File: src/rtl/image_resize_pkg.sv
// Shared defaults and state encoding for the image-resize line reader and
// its skid FIFO.
package image_resize_pkg;

  localparam int DEFAULT_ADDR_WIDTH = 11;
  localparam int DEFAULT_DATA_WIDTH = 24;
  localparam int DEFAULT_FRAC_WIDTH = 16;

  localparam int SKID_DEPTH = 2;

  typedef enum logic [1:0] {
    IDLE  = 2'd0,
    RUN   = 2'd1,
    DRAIN = 2'd2
  } resize_rd_state_t;

endpackage

File: src/rtl/image_resize_skid_fifo.sv
// Two-entry FIFO that absorbs the RAM read pipeline when the downstream stalls.
// Head entry is presented combinationally from storage registers.
module image_resize_skid_fifo
  import image_resize_pkg::*;
#(
  parameter int WIDTH = DEFAULT_DATA_WIDTH + 1
) (
  input  logic             clk,
  input  logic             rst_n,
  input  logic             i_push,
  input  logic [WIDTH-1:0] i_push_data,
  input  logic             i_pop,
  output logic [WIDTH-1:0] o_pop_data,
  output logic [1:0]       o_occupancy,
  output logic             o_full,
  output logic             o_empty
);

  logic [WIDTH-1:0] r_mem [SKID_DEPTH];
  logic             r_wr_ptr;
  logic             r_rd_ptr;
  logic [1:0]       r_count;

  logic w_push;
  logic w_pop;

  assign o_full      = (r_count == 2'd2);
  assign o_empty     = (r_count == 2'd0);
  assign o_occupancy = r_count;
  assign o_pop_data  = r_mem[r_rd_ptr];

  assign w_push = i_push && !o_full;
  assign w_pop  = i_pop && !o_empty;

  // NOTE: sequential state uses non-blocking assignments only, so every
  // register sees the pre-edge value of every other register.
  always_ff @(posedge clk or negedge rst_n) begin
    if (!rst_n) begin
      // NOTE: storage is reset because the head entry drives the output data
      // directly, which must read zero out of reset.
      for (int i = 0; i < SKID_DEPTH; i++) begin
        r_mem[i] <= '0;
      end
      r_wr_ptr <= 1'b0;
      r_rd_ptr <= 1'b0;
      r_count  <= 2'd0;
    end else begin
      if (w_push) begin
        r_mem[r_wr_ptr] <= i_push_data;
        r_wr_ptr        <= ~r_wr_ptr;
      end
      if (w_pop) begin
        r_rd_ptr <= ~r_rd_ptr;
      end
      r_count <= r_count + 2'(w_push) - 2'(w_pop);
    end
  end

endmodule

File: src/rtl/image_resize_line_reader.sv
// Horizontal nearest-neighbour resampler: walks a fixed-point source-column
// accumulator, reads the line RAM once per output pixel and streams the result.
module image_resize_line_reader
  import image_resize_pkg::*;
#(
  parameter int ADDR_WIDTH = DEFAULT_ADDR_WIDTH,
  parameter int DATA_WIDTH = DEFAULT_DATA_WIDTH,
  parameter int FRAC_WIDTH = DEFAULT_FRAC_WIDTH
) (
  input  logic                             clk,
  input  logic                             rst_n,
  input  logic                             start,
  input  logic [ADDR_WIDTH:0]              src_width,
  input  logic [ADDR_WIDTH:0]              dst_width,
  input  logic [ADDR_WIDTH+FRAC_WIDTH-1:0] step,
  output logic [ADDR_WIDTH-1:0]            rd_addr,
  input  logic [DATA_WIDTH-1:0]            rd_data,
  output logic                             m_valid,
  input  logic                             m_ready,
  output logic [DATA_WIDTH-1:0]            m_data,
  output logic                             m_last,
  output logic                             busy,
  output logic                             done
);

  localparam int CNT_W  = ADDR_WIDTH + 1;
  localparam int STEP_W = ADDR_WIDTH + FRAC_WIDTH;
  localparam int ACC_W  = ADDR_WIDTH + FRAC_WIDTH + 2;
  localparam int POS_W  = ACC_W - FRAC_WIDTH;

  resize_rd_state_t        r_state;
  logic [CNT_W-1:0]        r_src_width;
  logic [CNT_W-1:0]        r_dst_width;
  logic [STEP_W-1:0]       r_step;
  logic [ACC_W-1:0]        r_acc;
  logic [CNT_W-1:0]        r_issued_cnt;
  logic [ADDR_WIDTH-1:0]   r_rd_addr;
  logic                    r_in_flight;
  logic                    r_in_flight_last;
  logic                    r_busy;
  logic                    r_done;

  logic [ACC_W:0]          w_acc_sum;
  logic [ACC_W-1:0]        w_acc_next;
  logic [POS_W-1:0]        w_next_pos;
  logic [CNT_W-1:0]        w_src_max;
  logic [ADDR_WIDTH-1:0]   w_next_addr;
  logic [CNT_W-1:0]        w_issued_inc;
  logic                    w_last_issue;
  logic [1:0]              w_occupancy;
  logic                    w_fifo_full;
  logic                    w_fifo_empty;
  logic [DATA_WIDTH:0]     w_fifo_data;
  logic                    w_pop;
  logic [2:0]              w_credit_used;
  logic [2:0]              w_credit_avail;
  logic                    w_issue;

  // Accumulator saturates instead of wrapping so huge steps still clamp.
  assign w_acc_sum  = {1'b0, r_acc} + {3'b000, r_step};
  assign w_acc_next = w_acc_sum[ACC_W] ? '1 : w_acc_sum[ACC_W-1:0];
  assign w_next_pos = w_acc_next[ACC_W-1:FRAC_WIDTH];
  assign w_src_max  = r_src_width - CNT_W'(1);
  assign w_next_addr = (w_next_pos > {1'b0, w_src_max}) ? w_src_max[ADDR_WIDTH-1:0]
                                                        : w_next_pos[ADDR_WIDTH-1:0];

  assign w_issued_inc = r_issued_cnt + CNT_W'(1);
  assign w_last_issue = (w_issued_inc == r_dst_width);

  assign w_pop = m_valid && m_ready;

  // A read occupies one pipeline slot before it lands in the FIFO, so slots
  // plus entries (net of this cycle's pop) must stay below the FIFO depth.
  assign w_credit_used  = {1'b0, w_occupancy} + {2'b00, r_in_flight};
  assign w_credit_avail = 3'd2 + {2'b00, w_pop};
  assign w_issue        = (r_state == RUN) && (w_credit_used < w_credit_avail);

  image_resize_skid_fifo #(
    .WIDTH(DATA_WIDTH + 1)
  ) u_fifo (
    .clk         (clk),
    .rst_n       (rst_n),
    .i_push      (r_in_flight),
    .i_push_data ({r_in_flight_last, rd_data}),
    .i_pop       (w_pop),
    .o_pop_data  (w_fifo_data),
    .o_occupancy (w_occupancy),
    .o_full      (w_fifo_full),
    .o_empty     (w_fifo_empty)
  );

  always_ff @(posedge clk or negedge rst_n) begin
    if (!rst_n) begin
      r_state          <= IDLE;
      r_src_width      <= '0;
      r_dst_width      <= '0;
      r_step           <= '0;
      r_acc            <= '0;
      r_issued_cnt     <= '0;
      r_rd_addr        <= '0;
      r_in_flight      <= 1'b0;
      r_in_flight_last <= 1'b0;
      r_busy           <= 1'b0;
      r_done           <= 1'b0;
    end else begin
      r_done           <= 1'b0;
      r_in_flight      <= w_issue;
      r_in_flight_last <= w_issue && w_last_issue;

      case (r_state)
        IDLE: begin
          if (start) begin
            r_src_width  <= src_width;
            r_dst_width  <= dst_width;
            r_step       <= step;
            r_acc        <= '0;
            r_issued_cnt <= '0;
            // Column 0 is always the first source pixel, whatever the width.
            r_rd_addr    <= '0;
            r_busy       <= 1'b1;
            r_state      <= (dst_width == '0) ? DRAIN : RUN;
          end
        end

        RUN: begin
          if (w_issue) begin
            r_acc        <= w_acc_next;
            r_issued_cnt <= w_issued_inc;
            if (w_last_issue) begin
              r_state <= DRAIN;
            end else begin
              r_rd_addr <= w_next_addr;
            end
          end
        end

        DRAIN: begin
          if ((r_dst_width == '0) || (w_pop && m_last)) begin
            r_state <= IDLE;
            r_busy  <= 1'b0;
            r_done  <= 1'b1;
          end
        end

        default: begin
          r_state <= IDLE;
        end
      endcase
    end
  end

  assign rd_addr = r_rd_addr;
  assign m_valid = !w_fifo_empty;
  assign m_data  = w_fifo_data[DATA_WIDTH-1:0];
  assign m_last  = w_fifo_data[DATA_WIDTH];
  assign busy    = r_busy;
  assign done    = r_done;

  a_no_overflow: assert property (@(posedge clk) disable iff (!rst_n)
    !(r_in_flight && w_fifo_full));

  a_hold_on_stall: assert property (@(posedge clk) disable iff (!rst_n)
    (m_valid && !m_ready) |=> (m_valid && $stable(m_data) && $stable(m_last)));

endmodule

File: config.mk
export PLATFORM = sky130hd
export DESIGN_NAME = image_resize_line_reader
export DESIGN_NICKNAME = d
export VERILOG_FILES = /design/src/rtl/image_resize_pkg.sv /design/src/rtl/image_resize_skid_fifo.sv /design/src/rtl/image_resize_line_reader.sv
export SDC_FILE = /design/constraint.sdc
export NUM_CORES = 1
export LEC_CHECK = 0
export BUFFER_PORTS_ARGS = -buffer_cell sky130_fd_sc_hd__buf_2
export CAP_MARGIN = 20
export CORE_MARGIN = 3
export CORE_UTILIZATION = 30
export CTS_CLUSTER_DIAMETER = 80
export DETAILED_ROUTE_END_ITERATION = 12
export GPL_TIMING_DRIVEN = 0
export PLACE_DENSITY = 0.5
export SLEW_MARGIN = 20
export SYNTH_ARGS = -nofsm -noshare
export SYNTH_HDL_FRONTEND = slang
export SYNTH_SLANG_ARGS = --single-unit
File: constraint.sdc
create_clock -name clk -period 11.5 [get_ports clk]
set_input_delay 1.15 -clock clk [delete_from_list [all_inputs] [get_ports clk]]
set_output_delay 1.15 -clock clk [all_outputs]
set_load 0.03 [all_outputs]
==> results.sh <==
export IMPL_required_ns=11.83
export IMPL_grt_pass1_vias=7599
export IMPL_worstHoldStart="rd_addr[7]$_DFFE_PN0P_"
export IMPL_hold_class="register to register"
export IMPL_setup_violations=0
export IMPL_maxCapViolations=0
export IMPL_rows=63
export IMPL_use_met1_pct=21.3
export IMPL_grt_antenna_before_repair=0
export IMPL_start_util_pct=30.9
export IMPL_worstHoldEndpoint="rd_addr[7]$_DFFE_PN0P_"
export IMPL_die_h_um=182
export IMPL_syn_cell_area_sq_um=9280
export IMPL_worst_slack_ns=5.83
export IMPL_synth_edf_count=0
export IMPL_hold_ws_ns=0.480
export IMPL_top_usage_layer="met2"
export IMPL_max_slew_margin_pct=40.9
export IMPL_peakVddDrop_v=0.000114
export IMPL_total_power_w=0.00387
export IMPL_cts_sinks=163
export IMPL_antenna_cells=0
export IMPL_avgSynthCellArea_sq_um=9.51
export IMPL_synth_net_count=1101
export IMPL_holdBufCountCts=0
export IMPL_drc=0
export IMPL_via_per_inst=4.92
export IMPL_wl_mm=25.5
export IMPL_grt_use_total_pct=15.6
export IMPL_rsz0062_at_grt="false"
export IMPL_wl_per_cell_um=16.8
export IMPL_dp_hpwl_mm=19.2
export IMPL_synthCells=976
export IMPL_reg2regPathDepth=20
export IMPL_die_area_sq_um=33100
export IMPL_worst_setup_path_type="register to register"
export IMPL_reg2reg_to="rd_addr[8]$_DFFE_PN0P_"
export IMPL_die_width_um=182
export IMPL_use_met3_pct=2.82
export IMPL_postLayoutCoreUtil_pct=36.8
export IMPL_drtAntennaViolNets=0
export IMPL_slew_violations=0
export IMPL_gp_congestion=0.847
export IMPL_leakagePower_nw=5.15
export IMPL_fmax_ghz=0.176
export IMPL_finalCritPeriodShare_pct=49.3
export IMPL_clock_path_buffers=2
export IMPL_outcome="finished clean"
export IMPL_whs_path_depth=2
export IMPL_tns_ns=0
export IMPL_post_cts_resized=0
export IMPL_critPathCaptureType="register"
export IMPL_cts_setup_buffers=0
export IMPL_htreeDepth=4
export IMPL_insertion_delay_ns=0.44
export IMPL_drive_above_1_share_pct=22.9
export IMPL_critPathMaxFanout=10
export IMPL_nNetsFinal=1238
export IMPL_dr_pass1_iters=5
export IMPL_overflow=0
export IMPL_worstPathArrival_ns=6.00
export IMPL_port_buffers=117
export IMPL_synth_warnings=0
export IMPL_synthFlopType="dfrtp_1"
export IMPL_grtUsageMet2_pct=25.5
export IMPL_hold_viol_final=0
export IMPL_synth_cell_type_count=75
export IMPL_layout_commonest_cell="nand2_1"
export IMPL_tightest_slew_ns=0.878
export IMPL_ios=118
export IMPL_grt_max_degree=88
export IMPL_grt_pass1_wl_mm=41.4
export IMPL_synth_seq_area_share_pct=44.0
export IMPL_dp_slack_ns=5.94
export IMPL_powerDensity_nw_per_um2=351
export IMPL_skew_ns=0.00941
export IMPL_core_area_sq_um=30000
export IMPL_cts_clk_slew_worst_paths_ns=0.07
export IMPL_layout_common_cells="nand2_1 (230), dfrtp_1 (163), buf_2 (120)"
export IMPL_ff2ff_setup_slack_ns=5.83
export IMPL_period_minus_slack_ns=5.67
export IMPL_r2r_start="r_acc[1]$_DFFE_PN0P_"
export IMPL_cts_tree="done"
export IMPL_synthArstFlopShare_pct=100
export IMPL_cts_root_buf="clkbuf_16"
export IMPL_drt_iter0_drc=287
export IMPL_cts_inserted_buffers=17
export IMPL_vias=7464
export IMPL_area_delta_synth_final_pct=19.0
export IMPL_start_kind="register"
export IMPL_synth_seq_cells=163
## synthesized netlist by cell type, drive strengths merged (15+ instances only)
master | number | area, sq um
a21oi | 44 | 224
clkbuf | 28 | 105
dfrtp | 163 | 4080
ha | 45 | 563
inv | 24 | 90.1
mux2 | 76 | 856
nand2 | 230 | 863
nand3 | 31 | 160
nor2 | 28 | 105
nor4 | 15 | 121
o21ai | 57 | 285
o31ai | 15 | 118
xnor2 | 32 | 280
xor2 | 17 | 149
## worst max-delay path, stage by stage (launching register included)
cell and delay (ns):
dfrtp_1 0.40, ha_1 0.30, a211oi_1 0.37, o211ai_1 0.20, a221oi_2 0.51, o21ai_1 0.24
a31oi_2 0.32, o21ba_2 0.23, buf_2 0.25, buf_2 0.34, nand2_1 0.09, ha_1 0.33
a21o_1 0.16, a21o_1 0.17, a211oi_1 0.23, a21oi_1 0.23, or2_2 0.39, nor3_2 0.27
buf_6 0.19, o211ai_1 0.11, a22o_1 0.22
## how the worst max path moves through the flow
stage                                startpoint                endpoint  cells past startpoint
after global routing       r_acc[1]$_DFFE_PN0P_  rd_addr[0]$_DFFE_PN0P_                     20
after floorplan           r_step[1]$_DFFE_PN0P_  rd_addr[8]$_DFFE_PN0P_                     20
after detailed placement   r_acc[1]$_DFFE_PN0P_  rd_addr[8]$_DFFE_PN0P_                     20
after global placement     r_acc[1]$_DFFE_PN0P_  rd_addr[8]$_DFFE_PN0P_                     19
after CTS                  r_acc[1]$_DFFE_PN0P_  rd_addr[8]$_DFFE_PN0P_                     20
final                      r_acc[1]$_DFFE_PN0P_  rd_addr[8]$_DFFE_PN0P_                     20
## registers in the layout, summed over array words and instances, names as in the netlist, 2 cells and up
signal,cells
u_fifo.r_mem,50
r_acc,29
r_step,27
r_dst_width,12
r_issued_cnt,12
r_src_width,12
rd_addr,11
r_state,2
u_fifo.o_occupancy,2
## layout make-up
type / count / area (sq um)
clock inverter: 14 / 219
sequential: 163 / 4080
multi-input combinational: 746 / 4930
tap: 390 / 488
clock buffer: 18 / 429
inverter: 25 / 93.8
buffer: 42 / 181
timing repair buffer: 118 / 623
fill: 3096 / 19000
## metrics by stage
stage	cells	area, sq um
floorplan	976	9280
global placement	1483	10400
detailed placement	1484	10400
CTS	1516	11000
global route	1516	11000
finish	1516	11000
## logic make-up after synthesis
group / share of synthesized area (%)
mux: 9.55
flops: 44.0
compound gates: 13.7
xor+xnor: 4.62
simple gates: 18.9
buf+inv: 2.97
fa+ha+maj: 6.28
## routing by layer
layer / up-vias / wire [um]
met2: 163 / 11800
met5: - / 0
li1: 3710 / -
met1: 3569 / 12200
met4: 0 / 459
met3: 22 / 1100
## where the power goes
part / total, W / internal, W / leakage [nW] / switching, W
combinational: 0.00223 / 0.000892 / 2.82 / 0.00134
sequential: 0.00101 / 0.000832 / 2.01 / 0.000178
clock: 0.000635 / 0.000372 / 0.313 / 0.000263
No activity file was read; power rests on OpenSTA's default activity.
